$ cat config.mk
export PLATFORM = sky130hd
export DESIGN_NAME = iot_multi_monitor
export DESIGN_NICKNAME = d
export VERILOG_FILES = /design/src/rtl/iot_multi_monitor.sv
export SDC_FILE = /design/constraint.sdc
export NUM_CORES = 1
export LEC_CHECK = 0
export ABC_AREA = 1
export CAP_MARGIN = 20
export CORE_MARGIN = 2
export CORE_UTILIZATION = 56
export DETAILED_ROUTE_END_ITERATION = 10
export HOLD_SLACK_MARGIN = 0.02
export MAX_ROUTING_LAYER = met4
export PLACE_DENSITY = 0.8
export SKIP_CTS_REPAIR_TIMING = 1
export SLEW_MARGIN = 20
export SYNTH_ARGS = -nofsm -noshare
export SYNTH_HDL_FRONTEND = slang
export SYNTH_SLANG_ARGS = --single-unit
$ cat constraint.sdc
create_clock -name clk -period 4.3 [get_ports clk]
set_input_delay 0.645 -clock clk [delete_from_list [all_inputs] [get_ports clk]]
set_output_delay 0.645 -clock clk [all_outputs]
set_load 0.01 [all_outputs]
$ cat src/rtl/iot_multi_monitor.sv
// iot_multi_monitor
//   Multi-channel active-device monitor. Each of N_CH channels holds an up/down counter driven by
//   its own change/on_off strobe pair, with selectable wrap or saturate arithmetic and sticky
//   overflow/underflow flags. A registered aggregate total feeds a threshold alarm FSM with
//   release hysteresis. Sits between the device-event decoder and status/interrupt logic.
//
// Ports
//   clk           rising-edge clock
//   rst           asynchronous, active-high reset
//   change_i      per-channel update enable
//   on_off_i      per-channel direction (1 = up, 0 = down), ignored when change_i bit is 0
//   thr_load_i    load thr_value_i into the threshold register
//   thr_value_i   new threshold (TW bits)
//   flag_clr_i    clear all sticky ovf/unf flags (a same-cycle set wins)
//   count_out_o   channel i at [i*WIDTH +: WIDTH], registered
//   total_o       registered sum of all channel counters (TW bits, cannot overflow)
//   alarm_o       threshold alarm, registered
//   ovf_o         sticky: up request seen at max count
//   unf_o         sticky: down request seen at zero
module iot_multi_monitor #(
  parameter int unsigned WIDTH       = 8,
  parameter int unsigned N_CH        = 4,
  parameter bit          SAT_MODE    = 1'b0,
  parameter int unsigned HYST        = 2,
  parameter int unsigned DEFAULT_THR = 16
) (
  input  logic                              clk,
  input  logic                              rst,
  input  logic [N_CH-1:0]                   change_i,
  input  logic [N_CH-1:0]                   on_off_i,
  input  logic                              thr_load_i,
  input  logic [WIDTH+$clog2(N_CH)-1:0]     thr_value_i,
  input  logic                              flag_clr_i,
  output logic [N_CH*WIDTH-1:0]             count_out_o,
  output logic [WIDTH+$clog2(N_CH)-1:0]     total_o,
  output logic                              alarm_o,
  output logic [N_CH-1:0]                   ovf_o,
  output logic [N_CH-1:0]                   unf_o
);

  localparam int unsigned TW = WIDTH + $clog2(N_CH);

  localparam logic [WIDTH-1:0] CntMax  = '1;
  localparam logic [WIDTH-1:0] CntOne  = WIDTH'(1);
  localparam logic [TW-1:0]    ThrRst  = TW'(DEFAULT_THR);
  localparam logic [TW-1:0]    HystVal = TW'(HYST);

  typedef enum logic {StIdle, StAlarm} alarm_st_e;

  logic [WIDTH-1:0] cnt_q [N_CH];
  logic [WIDTH-1:0] cnt_d [N_CH];
  logic [N_CH-1:0]  ovf_q, ovf_d;
  logic [N_CH-1:0]  unf_q, unf_d;
  logic [TW-1:0]    total_q, total_d;
  logic [TW-1:0]    thr_q, thr_d;
  alarm_st_e        st_q, st_d;
  logic             release_hit;

  // ---------------------------------------------------------------------------------------------
  // Channel counters and sticky flags
  // ---------------------------------------------------------------------------------------------
  always_comb begin
    // Clear first so that a set in the same cycle overrides it.
    ovf_d = ovf_q & ~{N_CH{flag_clr_i}};
    unf_d = unf_q & ~{N_CH{flag_clr_i}};
    for (int i = 0; i < N_CH; i++) begin
      cnt_d[i] = cnt_q[i];
      if (change_i[i]) begin
        if (on_off_i[i]) begin
          if (cnt_q[i] == CntMax) begin
            ovf_d[i] = 1'b1;
            if (SAT_MODE) begin
              cnt_d[i] = CntMax;
            end else begin
              cnt_d[i] = '0;
            end
          end else begin
            cnt_d[i] = cnt_q[i] + CntOne;
          end
        end else begin
          if (cnt_q[i] == '0) begin
            unf_d[i] = 1'b1;
            if (SAT_MODE) begin
              cnt_d[i] = '0;
            end else begin
              cnt_d[i] = CntMax;
            end
          end else begin
            cnt_d[i] = cnt_q[i] - CntOne;
          end
        end
      end
    end
  end

  // Total is summed from next-state counts so it lines up with count_out_o on the same edge.
  always_comb begin
    total_d = '0;
    for (int i = 0; i < N_CH; i++) begin
      total_d = total_d + TW'(cnt_d[i]);
    end
  end

  always_comb begin
    thr_d = thr_q;
    if (thr_load_i) begin
      thr_d = thr_value_i;
    end
  end

  always_ff @(posedge clk or posedge rst) begin
    if (rst) begin
      for (int i = 0; i < N_CH; i++) begin
        cnt_q[i] <= '0;
      end
      ovf_q   <= '0;
      unf_q   <= '0;
      total_q <= '0;
      thr_q   <= ThrRst;
    end else begin
      for (int i = 0; i < N_CH; i++) begin
        cnt_q[i] <= cnt_d[i];
      end
      ovf_q   <= ovf_d;
      unf_q   <= unf_d;
      total_q <= total_d;
      thr_q   <= thr_d;
    end
  end

  // ---------------------------------------------------------------------------------------------
  // Alarm FSM, evaluated on the registered total against the registered threshold
  // ---------------------------------------------------------------------------------------------
  // Release level is threshold - HYST clamped at zero; with a clamped level nothing is below it,
  // so release is taken when the total reaches zero instead.
  always_comb begin
    if (thr_q <= HystVal) begin
      release_hit = (total_q == '0);
    end else begin
      release_hit = (total_q < (thr_q - HystVal));
    end
  end

  always_comb begin
    st_d = st_q;
    unique case (st_q)
      StIdle: begin
        if (total_q >= thr_q) begin
          st_d = StAlarm;
        end
      end
      StAlarm: begin
        if (release_hit) begin
          st_d = StIdle;
        end
      end
      default: st_d = StIdle;
    endcase
  end

  always_ff @(posedge clk or posedge rst) begin
    if (rst) begin
      st_q <= StIdle;
    end else begin
      st_q <= st_d;
    end
  end

  // ---------------------------------------------------------------------------------------------
  // Outputs
  // ---------------------------------------------------------------------------------------------
  always_comb begin
    count_out_o = '0;
    for (int i = 0; i < N_CH; i++) begin
      count_out_o[i*WIDTH +: WIDTH] = cnt_q[i];
    end
  end

  assign total_o = total_q;
  assign alarm_o = (st_q == StAlarm);
  assign ovf_o   = ovf_q;
  assign unf_o   = unf_q;

endmodule

==> impl_metrics.csv <==
group,metric,value,unit
synthesis,ys.warnings.count,0,
sta,min_period,3.982,ns
setup_path,crit_fanout,6,
clocking,htree_levels,3,
cells_and_area,antennaDiodeCount,0,
power,internal-power,2.606,mW
floorplanning,die_h,98.96,µm
power,clockPowerShare,9.8,%
setup_path,required,4.53,ns
clocking,clockRootBuffer,"clkbuf_8",
global_routing,grt_max_degree,49,
drt,wl,13410,µm
cells_and_area,final_util,69.94,%
synthesis,yosysSeqAreaShare,30.25,%
sta,max_slew.worst_pin.slew,0.8712,ns
placed_design,gp_congestion,0.9523,
cells_and_area,stdcell_count,902,
synthesis,yosys_register_bits,61,
global_routing,grt_use_total,29.34,%
drt,drtIter0Drc,275,
cells_and_area,mostFrequentLayoutCells,"nand2_1, inv_1, clkdlybuf4s50_1, nor2_1, nand3_1",
setup_path,critPathKind,"register to register",
clocking,cts_sinks,61,
sta,max_freq,251.1,MHz
setup_path,cp_num_buf_inv,3,
setup_path,slowest_delay,0.48,ns
setup_path,cp-end-kind,"register",
sta,fin_worst_skew,0.004864,ns
power,combPwrFrac,69.1,%
synthesis,synth_edf_count,0,
power,swShare,50.94,%
placed_design,dp_hpwl,10430,µm
synthesis,synth_nets,786,
setup_path,critPathLaunchType,"register",
sta,setup_viol,0,
synthesis,ys.flop_type,"dfrtp_1",
hold_path,hold_path_depth,2,
clocking,insertion_delay,0.34,ns
sta,hold_viol,0,
power,power_leakage,3.139,nW
setup_path,crit_arrival,4.21,ns
sta,relSlewSlack,41.85,%
power,peakVddDrop,0.4728,mV
sta,drv_slew,0,
cells_and_area,area_growth,20.79,%
global_routing,grt_pass1_wl,22460,µm
synthesis,syn_avg_cell_area,7.122,µm²
clocking,numCtsBuffers,9,
drt,wl_per_cell,14.87,µm
synthesis,syn_area,5050,µm²
sta,fin_tns_setup,0,ns
cells_and_area,drive_above_1_share,5.542,%
floorplanning,floorplan.rows,34,
global_routing,grt_pass1_vias,4690,
power,p_per_area,870.7,nW/µm²
synthesis,synth_cell_types,40,
clocking,clkTransAtPathRegs,0.07,ns
floorplanning,die_w,98.96,µm
power,p_sw,2.705,mW
setup_path,path_common_cell,"nand2_1",
drt,viasPerCell,5.482,
setup_path,cp_top_family,"adder cells",
floorplanning,fp.dieArea,9793,µm²
sta,rsz0062_at_grt,"no",
hold_path,hold_path.class,"register to register",
sta,fin_crit_sh,92.60,%
placed_design,place_inst,886,
drt,num_vias,4945,
setup_path,worst-r2r-cell-count,18,
floorplanning,ios,73,
outcome,outcome,"finished clean",
setup_path,crit_slowest_cell,"fa_1",
power,power_frac_seq,21.0,%
synthesis,synth-async-reset-ratio,100.0,%
drt,dr.pass1.iters,5,
floorplanning,core,8721,µm²
clocking,tritoncts,"done",
synthesis,synthCells,709,
global_routing,gr-total-overflow,0,
cells_and_area,final_common_cell,"nand2_1",
drt,ant_nets,0,
placed_design,port_buffers,72,
job,drv_cap,0,
drt,drc,0,
setup_path,cp.depth,18,
clocking,clockBufferDepth,2,
global_routing,grt_antenna_before_repair,0,
floorplanning,start_util,57.91,%
cells_and_area,layout.nets,866,
setup_path,worstPathCellList,"inv_1 -> ha_1 -> inv_1 -> nor2_1 -> nand2_1 -> nor2_1 -> nor2_1 -> buf_4 -> a21oi_1 -> fa_1 -> fa_1 -> ha_1 -> a21oi_1 -> nand2_1 -> nand4_1 -> nand2_1 -> nand2_1 -> nand2_1",
-- final timing paths --
path / startpoint / endpoint / slack (ns)
setup / recovery: count_out_o[16] / total_o[8] / 0.32
hold / removal: unf_o[1] / unf_o[1] / 0.49
setup reg to reg: count_out_o[16] / total_o[8] / 0.32
hold reg to reg: unf_o[1] / unf_o[1] / 0.49
max in group asynchronous: rst / count_out_o[2] / 2.80
min in group asynchronous: rst / count_out_o[12] / 0.80
-- cells by family (layout without fill, tap and decap cells) --
group | Yosys count | count (layout) | share of synthesized area (%)
multiplexers | 1 | 1 | 0.2230
AO/OA/AOI/OAI | 81 | 81 | 9.465
XOR/XNOR | 20 | 20 | 3.469
flip-flops | 61 | 61 | 30.25
adder cells (fa/ha/maj) | 55 | 55 | 16.01
AND/OR/NAND/NOR | 364 | 364 | 30.85
buffers and inverters | 127 | 212 | 9.737
-- power groups by stage --
stage	clock network (mW)	registers, mW	logic (mW)
final	0.521	1.12	3.67
after global placement	0	1.11	3.39
after floorplan	0	1.10	2.48
after global routing	0.547	1.15	4.13
after detailed placement	0	1.11	3.56
after CTS	0.529	1.11	3.61
-- Yosys cell counts, types with 4 or more instances --
cell | instances | area (µm²)
buf_2 | 5 | 25.02
inv_2 | 5 | 18.77
fa_1 | 16 | 320.3
nand2_2 | 4 | 25.02
nand4_1 | 17 | 106.4
nand2_1 | 192 | 720.7
inv_1 | 112 | 420.4
a21oi_1 | 17 | 85.08
xor2_1 | 18 | 157.7
dfrtp_1 | 60 | 1501
o211ai_1 | 9 | 67.56
nor2_1 | 69 | 259.0
nand3_1 | 68 | 340.3
o21ai_0 | 37 | 185.2
nor3_1 | 4 | 20.02
ha_1 | 39 | 488.0
-- tightest hold or removal path, cell delays in order (launching register included) --
cell     delay (ns)
dfrtp_1        0.35
nand2_1        0.06
nand2_1        0.05
-- cell type report --
class	count	area, µm²
inverters	117	440.4
repair buffers	79	773.2
well taps	108	135.1
multi-input cells	521	3030
flip-flops and latches	61	1528
fillers	722	2621
clock inverters	4	47.55
clock buffers	12	145.1
-- routing by layer --
layer  track usage [%]  part of all wire [%]
met1             40.05                    46
met2             44.65                    46
met3             4.894                   6.3
met4             9.905                   1.7
met5                 -                     0
-- state kept, by name, indices dropped and copies added (netlist names) --
signal,count
alarm_o,1
count_out_o,32
ovf_o,4
total_o,10
thr_q,10
unf_o,4
-- metrics by stage --
step / power (mW) / setup slack [ns] / hold slack [ns] / cell area [µm²]
2_1_floorplan: 3.577 / 0.7671 / 0.5079 / 5050
3_3_place_gp: 4.499 / 0.2515 / 0.4702 / 5906
3_5_place_dp: 4.674 / 0.08778 / 0.4706 / 5906
4_1_cts: 5.253 / 0.4053 / 0.4973 / 6098
5_1_grt: 5.824 / 0.03630 / 0.5250 / 6100
6_report: 5.311 / 0.3183 / 0.4945 / 6100
Power figures use the tool's default switching activity.
